### src/rtl/fetch_redirect_align.sv
// Fetch PC generator with fixed-priority redirect arbitration and misaligned-target trap.
// FETCH_ALIGN_RVC_EN relaxes target alignment from 4 to 2 bytes (compressed ISA).
module fetch_redirect_align #(
    parameter int                    ADDR_WIDTH  = 64,
    parameter int                    NUM_SRC     = 3,
    parameter int                    FETCH_BYTES = 4,
    parameter logic [ADDR_WIDTH-1:0] RESET_PC    = 64'h0000_0000_8000_0000,
    localparam int                   SRC_W       = (NUM_SRC > 1) ? $clog2(NUM_SRC) : 1
) (
    input  logic                          clk_i,
    input  logic                          rst_i,
    input  logic [NUM_SRC-1:0]            redir_valid_i,
    input  logic [NUM_SRC*ADDR_WIDTH-1:0] redir_addr_i,
    input  logic                          fetch_ready_i,
    output logic                          fetch_valid_o,
    output logic [ADDR_WIDTH-1:0]         fetch_pc_o,
    output logic                          exc_valid_o,
    output logic [ADDR_WIDTH-1:0]         exc_addr_o,
    output logic [SRC_W-1:0]              exc_src_o,
    input  logic                          exc_ack_i,
    input  logic [ADDR_WIDTH-1:0]         trap_vec_i
);

`ifdef FETCH_ALIGN_RVC_EN
    localparam logic [ADDR_WIDTH-1:0] ALIGN_MASK = ADDR_WIDTH'(1);
`else
    localparam logic [ADDR_WIDTH-1:0] ALIGN_MASK = ADDR_WIDTH'(3);
`endif

    localparam logic [ADDR_WIDTH-1:0] INC = ADDR_WIDTH'(FETCH_BYTES);

    if ((RESET_PC & ALIGN_MASK) != '0) begin : g_bad_reset_pc
        $error("RESET_PC is not aligned to the fetch granule");
    end
    if (FETCH_BYTES < 4 || (FETCH_BYTES & (FETCH_BYTES - 1)) != 0) begin : g_bad_fetch_bytes
        $error("FETCH_BYTES must be a power of two, at least 4");
    end

    typedef enum logic [1:0] {
        BOOT     = 2'd0,
        RUN      = 2'd1,
        EXC_WAIT = 2'd2
    } state_t;

    state_t state_q, state_d;

    logic                  win_hit;
    logic [SRC_W-1:0]      win_idx;
    logic [ADDR_WIDTH-1:0] win_addr;
    logic                  win_misaligned;

    // Scan from the lowest priority upward so the lowest index is written last.
    always_comb begin
        win_hit  = 1'b0;
        win_idx  = '0;
        win_addr = '0;
        for (int k = NUM_SRC - 1; k >= 0; k--) begin
            if (redir_valid_i[k]) begin
                win_hit  = 1'b1;
                win_idx  = SRC_W'(k);
                win_addr = redir_addr_i[k*ADDR_WIDTH +: ADDR_WIDTH];
            end
        end
    end

    assign win_misaligned = (win_addr & ALIGN_MASK) != '0;

    always_ff @(posedge clk_i or posedge rst_i) begin
        if (rst_i) begin
            state_q <= BOOT;
        end else begin
            state_q <= state_d;
        end
    end

    always_comb begin
        state_d = state_q;
        unique case (state_q)
            BOOT:     state_d = RUN;
            RUN:      if (win_hit && win_misaligned) state_d = EXC_WAIT;
            EXC_WAIT: if (exc_ack_i) state_d = RUN;
            default:  state_d = BOOT;
        endcase
    end

    always_comb begin
        fetch_valid_o = (state_q == RUN);
        exc_valid_o   = (state_q == EXC_WAIT);
    end

    always_ff @(posedge clk_i or posedge rst_i) begin
        if (rst_i) begin
            fetch_pc_o <= RESET_PC;
            exc_addr_o <= '0;
            exc_src_o  <= '0;
        end else begin
            unique case (state_q)
                RUN: begin
                    if (win_hit) begin
                        if (win_misaligned) begin
                            exc_addr_o <= win_addr;
                            exc_src_o  <= win_idx;
                        end else begin
                            fetch_pc_o <= win_addr;
                        end
                    end else if (fetch_ready_i) begin
                        fetch_pc_o <= fetch_pc_o + INC;
                    end
                end
                EXC_WAIT: begin
                    if (exc_ack_i) begin
                        fetch_pc_o <= trap_vec_i & ~ALIGN_MASK;
                    end
                end
                default: ;
            endcase
        end
    end

endmodule

### config.mk
export PLATFORM = sky130hd
export DESIGN_NAME = fetch_redirect_align
export DESIGN_NICKNAME = d
export VERILOG_FILES = /design/src/rtl/fetch_redirect_align.sv
export SDC_FILE = /design/constraint.sdc
export NUM_CORES = 1
export LEC_CHECK = 0
export ABC_AREA = 0
export CAP_MARGIN = 20
export CORE_ASPECT_RATIO = 0.5
export CORE_MARGIN = 3
export CORE_UTILIZATION = 38
export CTS_CLUSTER_DIAMETER = 200
export CTS_CLUSTER_SIZE = 40
export DETAILED_ROUTE_END_ITERATION = 7
export GPL_TIMING_DRIVEN = 0
export PLACE_DENSITY = 0.78
export SYNTH_ARGS = -nofsm -noshare
export SYNTH_HDL_FRONTEND = slang
export SYNTH_SLANG_ARGS = --single-unit
### constraint.sdc
create_clock -name clk_i -period 3.8 [get_ports clk_i]
set_input_delay 0.57 -clock clk_i [delete_from_list [all_inputs] [get_ports clk_i]]
set_output_delay 0.57 -clock clk_i [all_outputs]
set_load 0.02 [all_outputs]
==> impl_metrics.json <==
{
  "setup_violations": 0,
  "antenna_left": 0,
  "criticalPathCategory": "primary input to flop",
  "rr_endpoint": "fetch_pc_o[41]",
  "min_period_over_period_pct": 94.6,
  "cts_max_path_buffers": 2,
  "seq_area_frac_synth_pct": 39.1,
  "antenna_cells": 0,
  "synth_area_um2": 8460,
  "fin_nets": 1766,
  "crit_family": "buffers and inverters",
  "setup_ws_ps": 206,
  "synth_ff_type": "dfrtp_1",
  "root_buffer": "clkbuf_16",
  "r2r_start": "fetch_pc_o[7]",
  "path_clk_slew_ps": 70,
  "synthCells": 1086,
  "status": "finished, final reports clean",
  "hold_viol_final": 0,
  "dp_cells": 1772,
  "wl_per_cell_um": 30.7,
  "cap_violations": 0,
  "hold-path-endpoint": "exc_addr_o[59]",
  "swShare_pct": 50.2,
  "p_comb_share_pct": 58.5,
  "portBuffers": 391,
  "route.detailed.drc": 0,
  "wl_um": 55400,
  "antenna_found_initial": 1,
  "p_clk_share_pct": 14.8,
  "grt_pass1_wl_um": 77000,
  "p_int_w": 0.00554,
  "clock.fmax_mhz": 278,
  "die_w_um": 217,
  "path_depth": 9,
  "cts_sinks": 132,
  "grt-ovfl-total": 0,
  "ys_ff_latch": 132,
  "critPathBufInv": 3,
  "clkLatencyLatePin_ps": 440,
  "dp_hpwl_um": 44800,
  "die_y_um": 111,
  "ys_types": 63,
  "fp.coreArea_um2": 21200,
  "cts_max_level": 4,
  "mostFrequentLayoutCells": "clkdlybuf4s50_1, nand2_1, dfrtp_1",
  "synth_edf_count": 0,
  "drive_gt1_share_pct": 4.43,
  "area_growth_pct": 58.2,
  "fin_crit_ps": 3590,
  "max_stage_delay_ps": 900,
  "ios": 395,
  "stdcell_count": 1804,
  "cts.hold.buffers_added": 0,
  "critPathArrivalTime_ps": 3940,
  "std_cell_rows": 37,
  "avgSynthCellArea_um2": 7.79,
  "cts_tree": "yes",
  "worstMarginPinSlew_ps": 1250,
  "initial_utilization_pct": 39.9,
  "skew_ps": 9.32,
  "ctsResizeCount": 0,
  "crit_chain": "clkdlybuf4s50_1 > nor2b_1 > clkbuf_1 > clkbuf_1 > a22oi_1 > o21ai_0 > a22o_1 > a21oi_1 > o21ai_0",
  "cts_buffers": 17,
  "hold_depth": 2,
  "final_common_cell": "clkdlybuf4s50_1",
  "postCtsSetupRepairBufs": 0,
  "r2r_slack_ps": 210,
  "rsz0062_at_grt": "no",
  "grt_start_max_net_pins": 40,
  "gp_congestion": 1.04,
  "p_per_area_nw_per_um2": 832,
  "grt_pass1_vias": 10874,
  "rr_worst_depth": 7,
  "slowest_stage": "o21ai_0",
  "vias": 11830,
  "end_kind": "flop",
  "dieArea_um2": 24200,
  "leakage_nw": 5.39,
  "track_usage_pct": 43.8,
  "drt-pass1-iter-count": 8,
  "power.switching_w": 0.00559,
  "pre_cts_ws_ps": -213,
  "path_max_fanout": 10,
  "worstPathRequired_ps": 4150,
  "max-vdd-ir-drop_v": 0.000510,
  "slew_headroom_pct": 16.1,
  "start_kind": "primary input",
  "hp-class": "flop to flop",
  "syn-num-nets": 1353,
  "yosys_warnings": 0,
  "async_reset_ff_share_pct": 100,
  "initialDrtViolationCount": 2051,
  "routed_via_density": 6.56,
  "hold_start": "exc_addr_o[59]",
  "slew_violations": 0,
  "p_seq_share_pct": 26.7
}
## synthesized netlist by cell type, types with 5 or more instances
cell | n | area share, %
nand2_1 | 258 | 11
dfrtp_1 | 131 | 39
o21ai_0 | 126 | 7.5
clkbuf_1 | 68 | 3.0
a21oi_1 | 65 | 3.8
nor2_1 | 57 | 2.5
a22oi_1 | 42 | 3.7
nand3_1 | 28 | 1.7
nand4_1 | 25 | 1.8
o22ai_1 | 23 | 1.7
o22a_1 | 19 | 2.0
and3_1 | 17 | 1.3
inv_1 | 16 | 0.71
a31oi_1 | 15 | 1.1
and4_1 | 13 | 1.3
a221o_1 | 12 | 1.4
nor3_1 | 10 | 0.59
a2bb2oi_1 | 9 | 0.93
buf_1 | 9 | 0.40
buf_2 | 9 | 0.53
a221oi_1 | 8 | 0.83
and2_1 | 8 | 0.59
nor4_1 | 8 | 0.59
o21a_1 | 8 | 0.71
a22o_1 | 7 | 0.72
o41ai_1 | 7 | 0.72
a211oi_1 | 5 | 0.44
mux2_2 | 5 | 0.67
mux2i_1 | 5 | 0.59
## registers in the layout, indices dropped and copies added (netlist names)
signal	cells
fetch_pc_o	64
exc_addr_o	64
state_q	2
exc_src_o	2
## worst max path at each step
| stage | slack [ps] | to | start |
|---|---|---|---|
| final | 210 | fetch_pc_o[23] | redir_valid_i[2] |
| after global routing | 110 | fetch_pc_o[23] | redir_valid_i[2] |
| after CTS | 220 | fetch_pc_o[36] | redir_valid_i[2] |
| after detailed placement | -210 | fetch_pc_o[36] | redir_valid_i[2] |
| after global placement | -100 | fetch_pc_o[36] | redir_valid_i[2] |
| after floorplan | 1490 | fetch_pc_o[62] | redir_valid_i[1] |
## per-stage QoR
stage	hold WS, ps	instance area (µm²)	util, %	power [W]	setup TNS (ps)
CTS	478	13400	63.0	0.0108	0
global placement	460	12700	60.1	0.00905	-99.2
detailed placement	463	12800	60.4	0.00916	-308
finish	478	13400	63.1	0.0111	0
global route	497	13400	63.1	0.0115	0
floorplan	494	8460	-	0.00592	0
## power by group through the flow
| stage | Sequential (W) | Clock [W] | Combinational, W |
|---|---|---|---|
| floorplan | 0.00347 | 0 | 0.00245 |
| global placement | 0.00289 | 0 | 0.00616 |
| detailed placement | 0.00291 | 0 | 0.00625 |
| CTS | 0.00290 | 0.00163 | 0.00629 |
| global route | 0.00303 | 0.00169 | 0.00676 |
| finish | 0.00298 | 0.00164 | 0.00651 |
## layer usage
layer | up-vias | wire [µm] | track usage, %
li1 | 4831 | - | -
met1 | 5753 | 21600 | 59.6
met2 | 1068 | 22900 | 62.1
met3 | 176 | 9150 | 21.7
met4 | 2 | 1720 | 11.2
met5 | - | 13 | 0
## logic make-up (layout without fill, tap and decap cells)
| logic type | after synthesis | in the layout | share of synthesized area, % |
|---|---|---|---|
| AND/OR/NAND/NOR | 450 | 450 | 24.4 |
| AO/OA/AOI/OAI | 381 | 381 | 29.3 |
| flip-flops | 132 | 132 | 39.1 |
| buffers and inverters | 105 | 531 | 4.97 |
| multiplexers | 10 | 10 | 1.26 |
| adder cells (fa/ha/maj) | 4 | 4 | 0.592 |
| XOR/XNOR | 4 | 4 | 0.414 |
## final cells by class
class | instances | area (µm²)
fill | 1824 | 7830
multi-input combinational | 849 | 4740
timing repair buffer | 394 | 3970
sequential | 132 | 3300
clock buffer | 19 | 453
tap | 292 | 365
buffer | 88 | 357
clock inverter | 13 | 114
inverter | 17 | 67.6
## worst min-delay path: cells and delay by family, from the launching register on
kind,cells,cell delay [ps]
flops,1,340
simple gates,2,100
Note: power is estimated with default switching activity, not from simulation.
